**src/rtl/phase_diff_meter.sv**
```systemverilog
// phase_diff_meter: measures the clk_fx period and the lag of clk_fx2 behind clk_fx,
// both counted in sys_clk cycles, with a one-cycle valid strobe per clk_fx period.
// Ports: sys_clk, rst_n (async, active low); clk_fx, clk_fx2 asynchronous test inputs;
//        period_cnt, lag_cnt results; meas_valid, no_ref_err, timeout one-cycle pulses.
module phase_diff_meter #(
    parameter int CNT_W       = 32,
    parameter int SYNC_STAGES = 2,
    parameter int TIMEOUT_CYC = 50000000
) (
    input  logic             sys_clk,
    input  logic             rst_n,
    input  logic             clk_fx,
    input  logic             clk_fx2,
    output logic [CNT_W-1:0] period_cnt,
    output logic [CNT_W-1:0] lag_cnt,
    output logic             meas_valid,
    output logic             no_ref_err,
    output logic             timeout
);

    localparam logic [1:0] S_IDLE = 2'd0;
    localparam logic [1:0] S_LAG  = 2'd1;
    localparam logic [1:0] S_PER  = 2'd2;

    // Counter value in the cycle that is TIMEOUT_CYC cycles after the opening edge.
    localparam logic [CNT_W-1:0] TMO_LAST = CNT_W'(TIMEOUT_CYC - 1);

    logic [SYNC_STAGES-1:0] r_sync_a;
    logic [SYNC_STAGES-1:0] r_sync_b;
    logic                   r_dly_a;
    logic                   r_dly_b;
    logic                   w_rise_a;
    logic                   w_rise_b;

    logic [1:0]       r_state;
    logic [CNT_W-1:0] r_cnt;
    logic [CNT_W-1:0] r_lag;
    logic [CNT_W-1:0] r_period_out;
    logic [CNT_W-1:0] r_lag_out;
    logic             r_valid;
    logic             r_noref;
    logic             r_tmo;

    logic [1:0]       w_state;
    logic [CNT_W-1:0] w_cnt;
    logic [CNT_W-1:0] w_cnt_p1;
    logic [CNT_W-1:0] w_lag;
    logic [CNT_W-1:0] w_period_out;
    logic [CNT_W-1:0] w_lag_out;
    logic             w_valid;
    logic             w_noref;
    logic             w_tmo;
    logic             w_tmo_hit;

    // Same depth on both channels, so the detection latency cancels in the results.
    always_ff @(posedge sys_clk or negedge rst_n) begin
        if (!rst_n) begin
            r_sync_a <= '0;
            r_sync_b <= '0;
            r_dly_a  <= 1'b0;
            r_dly_b  <= 1'b0;
        end else begin
            r_sync_a <= {r_sync_a[SYNC_STAGES-2:0], clk_fx};
            r_sync_b <= {r_sync_b[SYNC_STAGES-2:0], clk_fx2};
            r_dly_a  <= r_sync_a[SYNC_STAGES-1];
            r_dly_b  <= r_sync_b[SYNC_STAGES-1];
        end
    end

    assign w_rise_a  = r_sync_a[SYNC_STAGES-1] & ~r_dly_a;
    assign w_rise_b  = r_sync_b[SYNC_STAGES-1] & ~r_dly_b;
    assign w_cnt_p1  = r_cnt + CNT_W'(1);
    assign w_tmo_hit = (r_cnt == TMO_LAST);

    always_comb begin
        w_state      = r_state;
        w_cnt        = w_cnt_p1;
        w_lag        = r_lag;
        w_period_out = r_period_out;
        w_lag_out    = r_lag_out;
        w_valid      = 1'b0;
        w_noref      = 1'b0;
        w_tmo        = 1'b0;
        case (r_state)
            S_IDLE: begin
                w_cnt = '0;
                if (w_rise_a) begin
                    w_lag   = '0;
                    w_state = w_rise_b ? S_PER : S_LAG;
                end
            end
            S_LAG: begin
                if (w_rise_a) begin
                    // A closed a period before any B edge arrived.
                    w_noref = 1'b1;
                    w_cnt   = '0;
                    if (w_rise_b) begin
                        w_lag   = '0;
                        w_state = S_PER;
                    end
                end else if (w_rise_b) begin
                    w_lag   = w_cnt_p1;
                    w_state = S_PER;
                end else if (w_tmo_hit) begin
                    w_tmo   = 1'b1;
                    w_cnt   = '0;
                    w_state = S_IDLE;
                end
            end
            S_PER: begin
                if (w_rise_a) begin
                    // Closing edge of this period also opens the next one.
                    w_valid      = 1'b1;
                    w_period_out = w_cnt_p1;
                    w_lag_out    = r_lag;
                    w_cnt        = '0;
                    if (w_rise_b) begin
                        w_lag   = '0;
                        w_state = S_PER;
                    end else begin
                        w_state = S_LAG;
                    end
                end else if (w_tmo_hit) begin
                    w_tmo   = 1'b1;
                    w_cnt   = '0;
                    w_state = S_IDLE;
                end
            end
            default: begin
                w_cnt   = '0;
                w_state = S_IDLE;
            end
        endcase
    end

    always_ff @(posedge sys_clk or negedge rst_n) begin
        if (!rst_n) begin
            r_state      <= S_IDLE;
            r_cnt        <= '0;
            r_lag        <= '0;
            r_period_out <= '0;
            r_lag_out    <= '0;
            r_valid      <= 1'b0;
            r_noref      <= 1'b0;
            r_tmo        <= 1'b0;
        end else begin
            r_state      <= w_state;
            r_cnt        <= w_cnt;
            r_lag        <= w_lag;
            r_period_out <= w_period_out;
            r_lag_out    <= w_lag_out;
            r_valid      <= w_valid;
            r_noref      <= w_noref;
            r_tmo        <= w_tmo;
        end
    end

    assign period_cnt = r_period_out;
    assign lag_cnt    = r_lag_out;
    assign meas_valid = r_valid;
    assign no_ref_err = r_noref;
    assign timeout    = r_tmo;

endmodule

```
**config.mk**
```make
export PLATFORM = sky130hd
export DESIGN_NAME = phase_diff_meter
export DESIGN_NICKNAME = d
export VERILOG_FILES = /design/src/rtl/phase_diff_meter.sv
export SDC_FILE = /design/constraint.sdc
export NUM_CORES = 1
export LEC_CHECK = 0
export ABC_CLOCK_PERIOD_IN_PS = 5620
export CELL_PAD_IN_SITES_DETAIL_PLACEMENT = 0
export CELL_PAD_IN_SITES_GLOBAL_PLACEMENT = 1
export CORE_ASPECT_RATIO = 1.5
export CORE_MARGIN = 5
export CORE_UTILIZATION = 26
export DETAILED_ROUTE_END_ITERATION = 16
export GPL_ROUTABILITY_DRIVEN = 0
export GPL_TIMING_DRIVEN = 0
export PLACE_DENSITY_LB_ADDON = 0.3
export SYNTH_ARGS = -nofsm -noshare
export SYNTH_HDL_FRONTEND = slang
export SYNTH_SLANG_ARGS = --single-unit
```
**constraint.sdc**
```tcl
create_clock -name sys_clk -period 5.62 [get_ports sys_clk]
set_clock_uncertainty 0.15 [all_clocks]
set_input_delay 1.124 -clock sys_clk [delete_from_list [all_inputs] [get_ports sys_clk]]
set_output_delay 1.124 -clock sys_clk [all_outputs]
set_load 0.01 [all_outputs]
```
==> metrics.cfg <==
[route]
dr.pass1.iters=5
vias_per_cell=4.534
final_antenna_net_count=0
vias=3908
routed_wl_um=13760
wire_per_inst_um=15.97
drc=0
drt_iter0_drc=233

[finish]
n_fill_cell=2130
fin_nets=591
final_area_um2=7257
final_cells=862
multi_input_area_um2=1989
drive_above_1_share_pct=13.47
diodes=0
syn_to_final_growth_pct=29.78
register_area_um2=3478

[hold_path]
hp-start=r_sync_b[0]$_DFF_PN0_
min_to=r_sync_b[1]$_DFF_PN0_
hold_path.class=reg -> reg
holdPathStages=0

[worst_setup_path]
rr_endpoint=r_cnt[4]$_DFF_PN0_
critical_path_arrival_ns=1.35
critPathLaunchType=register
critPathBufInv=1
r2r-start=r_cnt[0]$_DFF_PN0_
ff2ff_path_depth=7
cpMaxStageDelayCell=clkdlybuf4s50_1
slowest_delay_ns=0.56
path_class=reg -> out
rrSetupSlack_ns=3.01
required_ns=4.35
critPathMaxFanout=2
path_delay_family=buffers and inverters
cp_cell_sequence=clkdlybuf4s50_1
cp-end-kind=primary output

[timing]
finalWorstSetupSlack_ns=2.995
tightest_slew_ns=0.7919
fin_hold_ws_ns=0.1981
slew_viol_final=0
fin_crit_ns=2.625
finalSetupViolations=0
fin_crit_sh_pct=46.71
finalHoldViolations=0
rsz0062_at_grt=false
slew_headroom_pct=46.80
fmax_mhz=380.9

[global_routing]
antenna_found_initial=0
grt_pass1_wl_um=22560
grt-busiest-layer=met2
use_met3_pct=2.865
grt_max_degree=75
use_met2_pct=19.92
grt_pass1_vias=4193
grt_use_total_pct=11.77
grt_overflow_total=0
grt_use_met1_pct=14.02

[die]
die_w_um=129.7
die_y_um=189.6
rows=65
core_um2=21150
initial_utilization_pct=26.44
dieArea_um2=24600
ios=71

[placed_design]
place_area_um2=6656
port_buffers=70
dpl.cell_count=830
hpwl_um=9909
dp_worst_setup_slack_ns=3.000

[synth]
synth_cells=491
ys_seq_area_share_pct=62.21
syn_nets=501
synth_cell_types=39
syn_area_per_cell_um2=11.39
ys_seq_elements=139
synth_area_um2=5592
yosysWarnings=0

[flow_run]
maxCapViolations=0

[clock_tree]
cts_hold_buf=0
htreeDepth=4
clkSinkCount=139
clk_path_buf_depth=2
cts_tree=done
clkTransAtPathRegs_ns=0.07
cts_root_buf=clkbuf_16
insertion_delay_ns=0.42
numCtsBuffers=17
cts_setup_buffers=0
cts-resized-gates=0

[pwr]
power_density_nw_per_um2=351.8
power_leakage_nw=3.139
power.total_mw=2.553
ir_drop_mv=0.2038

[status]
status=finished clean

==> placed cells by master, fill, tap and decap left out, drive strengths merged <==
master and n:
clkinv 5, mux2i 1, or4bb 1, bufinv 2, clkinvlp 3, nand2 77, nor2 39, nor3 10
xor2 16, nor3b 1, xnor2 14, o2111ai 2, mux2 32, or4b 1, nand4 13, nand3 13
and4 2, ha 6, a21oi 5, a22oi 1, nor2b 3, clkdlybuf4s50 69, nand2b 3, clkbuf 32
dfrtp 139, a211o 2, buf 8, o21ai 67, inv 12, or3 1, and3 7, o211ai 1
or4 2, nor4 4
==> power by group <==
part	leakage (nW)	internal (mW)	switching, mW	total [mW]
sequential	1.92	1.03	0.0222	1.05
clock	0.284	0.674	0.452	1.13
combinational	0.931	0.107	0.272	0.379
==> area by class of cell <==
cell class	instances	area share [%]
clock inverter	14	2.224
multi-input combinational	324	27.41
inverter	8	0.4138
sequential	139	47.93
tap	268	4.621
timing repair buffer	71	10.05
clock buffer	18	6.052
buffer	20	1.293
==> Yosys cell counts (all sizes together) <==
cell     number  area share, %
dfrtp       139             62
nand2        77            5.2
o21ai        67            6.0
nor2         39            2.6
mux2         32            6.4
xor2         16            2.5
clkbuf       14           0.94
xnor2        14            2.2
nand3        13            1.2
nand4        13            1.7
nor3         10            1.3
inv           8           0.54
and3          7           0.81
buf           6           0.74
ha            6            1.3
a21oi         5           0.45
nor4          4           0.72
nand2b        3           0.34
nor2b         3           0.34
a211o         2           0.31
and4          2           0.31
o2111ai       2           0.31
or4           2           0.34
a22oi         1           0.13
mux2i         1           0.18
nor3b         1           0.22
o211ai        1           0.13
or3           1           0.11
or4b          1           0.18
or4bb         1           0.27
==> worst max path at each step <==
stage                                    start                          to  slack, ns  cells past startpoint
floorplan                  r_cnt[18]$_DFF_PN0_         r_cnt[24]$_DFF_PN0_       3.55                      6
global route                r_cnt[0]$_DFF_PN0_          r_cnt[2]$_DFF_PN0_       2.80                      7
global placement                         rst_n     lag_cnt[20]$_DFFE_PN0P_      -2.26                      1
finish              period_cnt[26]$_DFFE_PN0P_              period_cnt[26]       2.99                      1
detailed placement      r_state[0]$_DFFE_PN0P_  period_cnt[23]$_DFFE_PN0P_       3.00                      6
CTS                 period_cnt[26]$_DFFE_PN0P_              period_cnt[26]       2.97                      1
==> kinds of logic (layout without fill, tap and decap cells) <==
family | after synthesis | after routing | share of synthesized area (%)
AOI/OAI and AO/OA | 78 | 78 | 7.340
xor gates and xnor gates | 30 | 30 | 4.699
adders and majority gates | 6 | 6 | 1.343
buffers and inverters | 28 | 131 | 2.215
DFF | 139 | 139 | 62.21
muxes | 33 | 33 | 6.623
and+or+nand+nor | 177 | 177 | 15.57
==> metal layers <==
layer	part of all wire (%)	vias up
li1	-	1862
met1	42	1931
met2	51	100
met3	4.8	15
met4	2.2	0
met5	0	-
==> per-stage QoR <==
stage               utilization, %  TNS, ns
CTS                          34.32        0
global placement             31.34  -312.30
detailed placement           31.48        0
floorplan                        -        0
global route                 34.32        0
finish                       34.32        0
==> state kept, by name, summed over array words and instances (netlist names) <==
name / count
lag_cnt: 32
period_cnt: 32
r_cnt: 32
r_lag: 32
r_state: 2
r_sync_a: 2
r_sync_b: 2
meas_valid: 1
no_ref_err: 1
r_dly_a: 1
r_dly_b: 1
timeout: 1
Power figures use the tool's default switching activity.
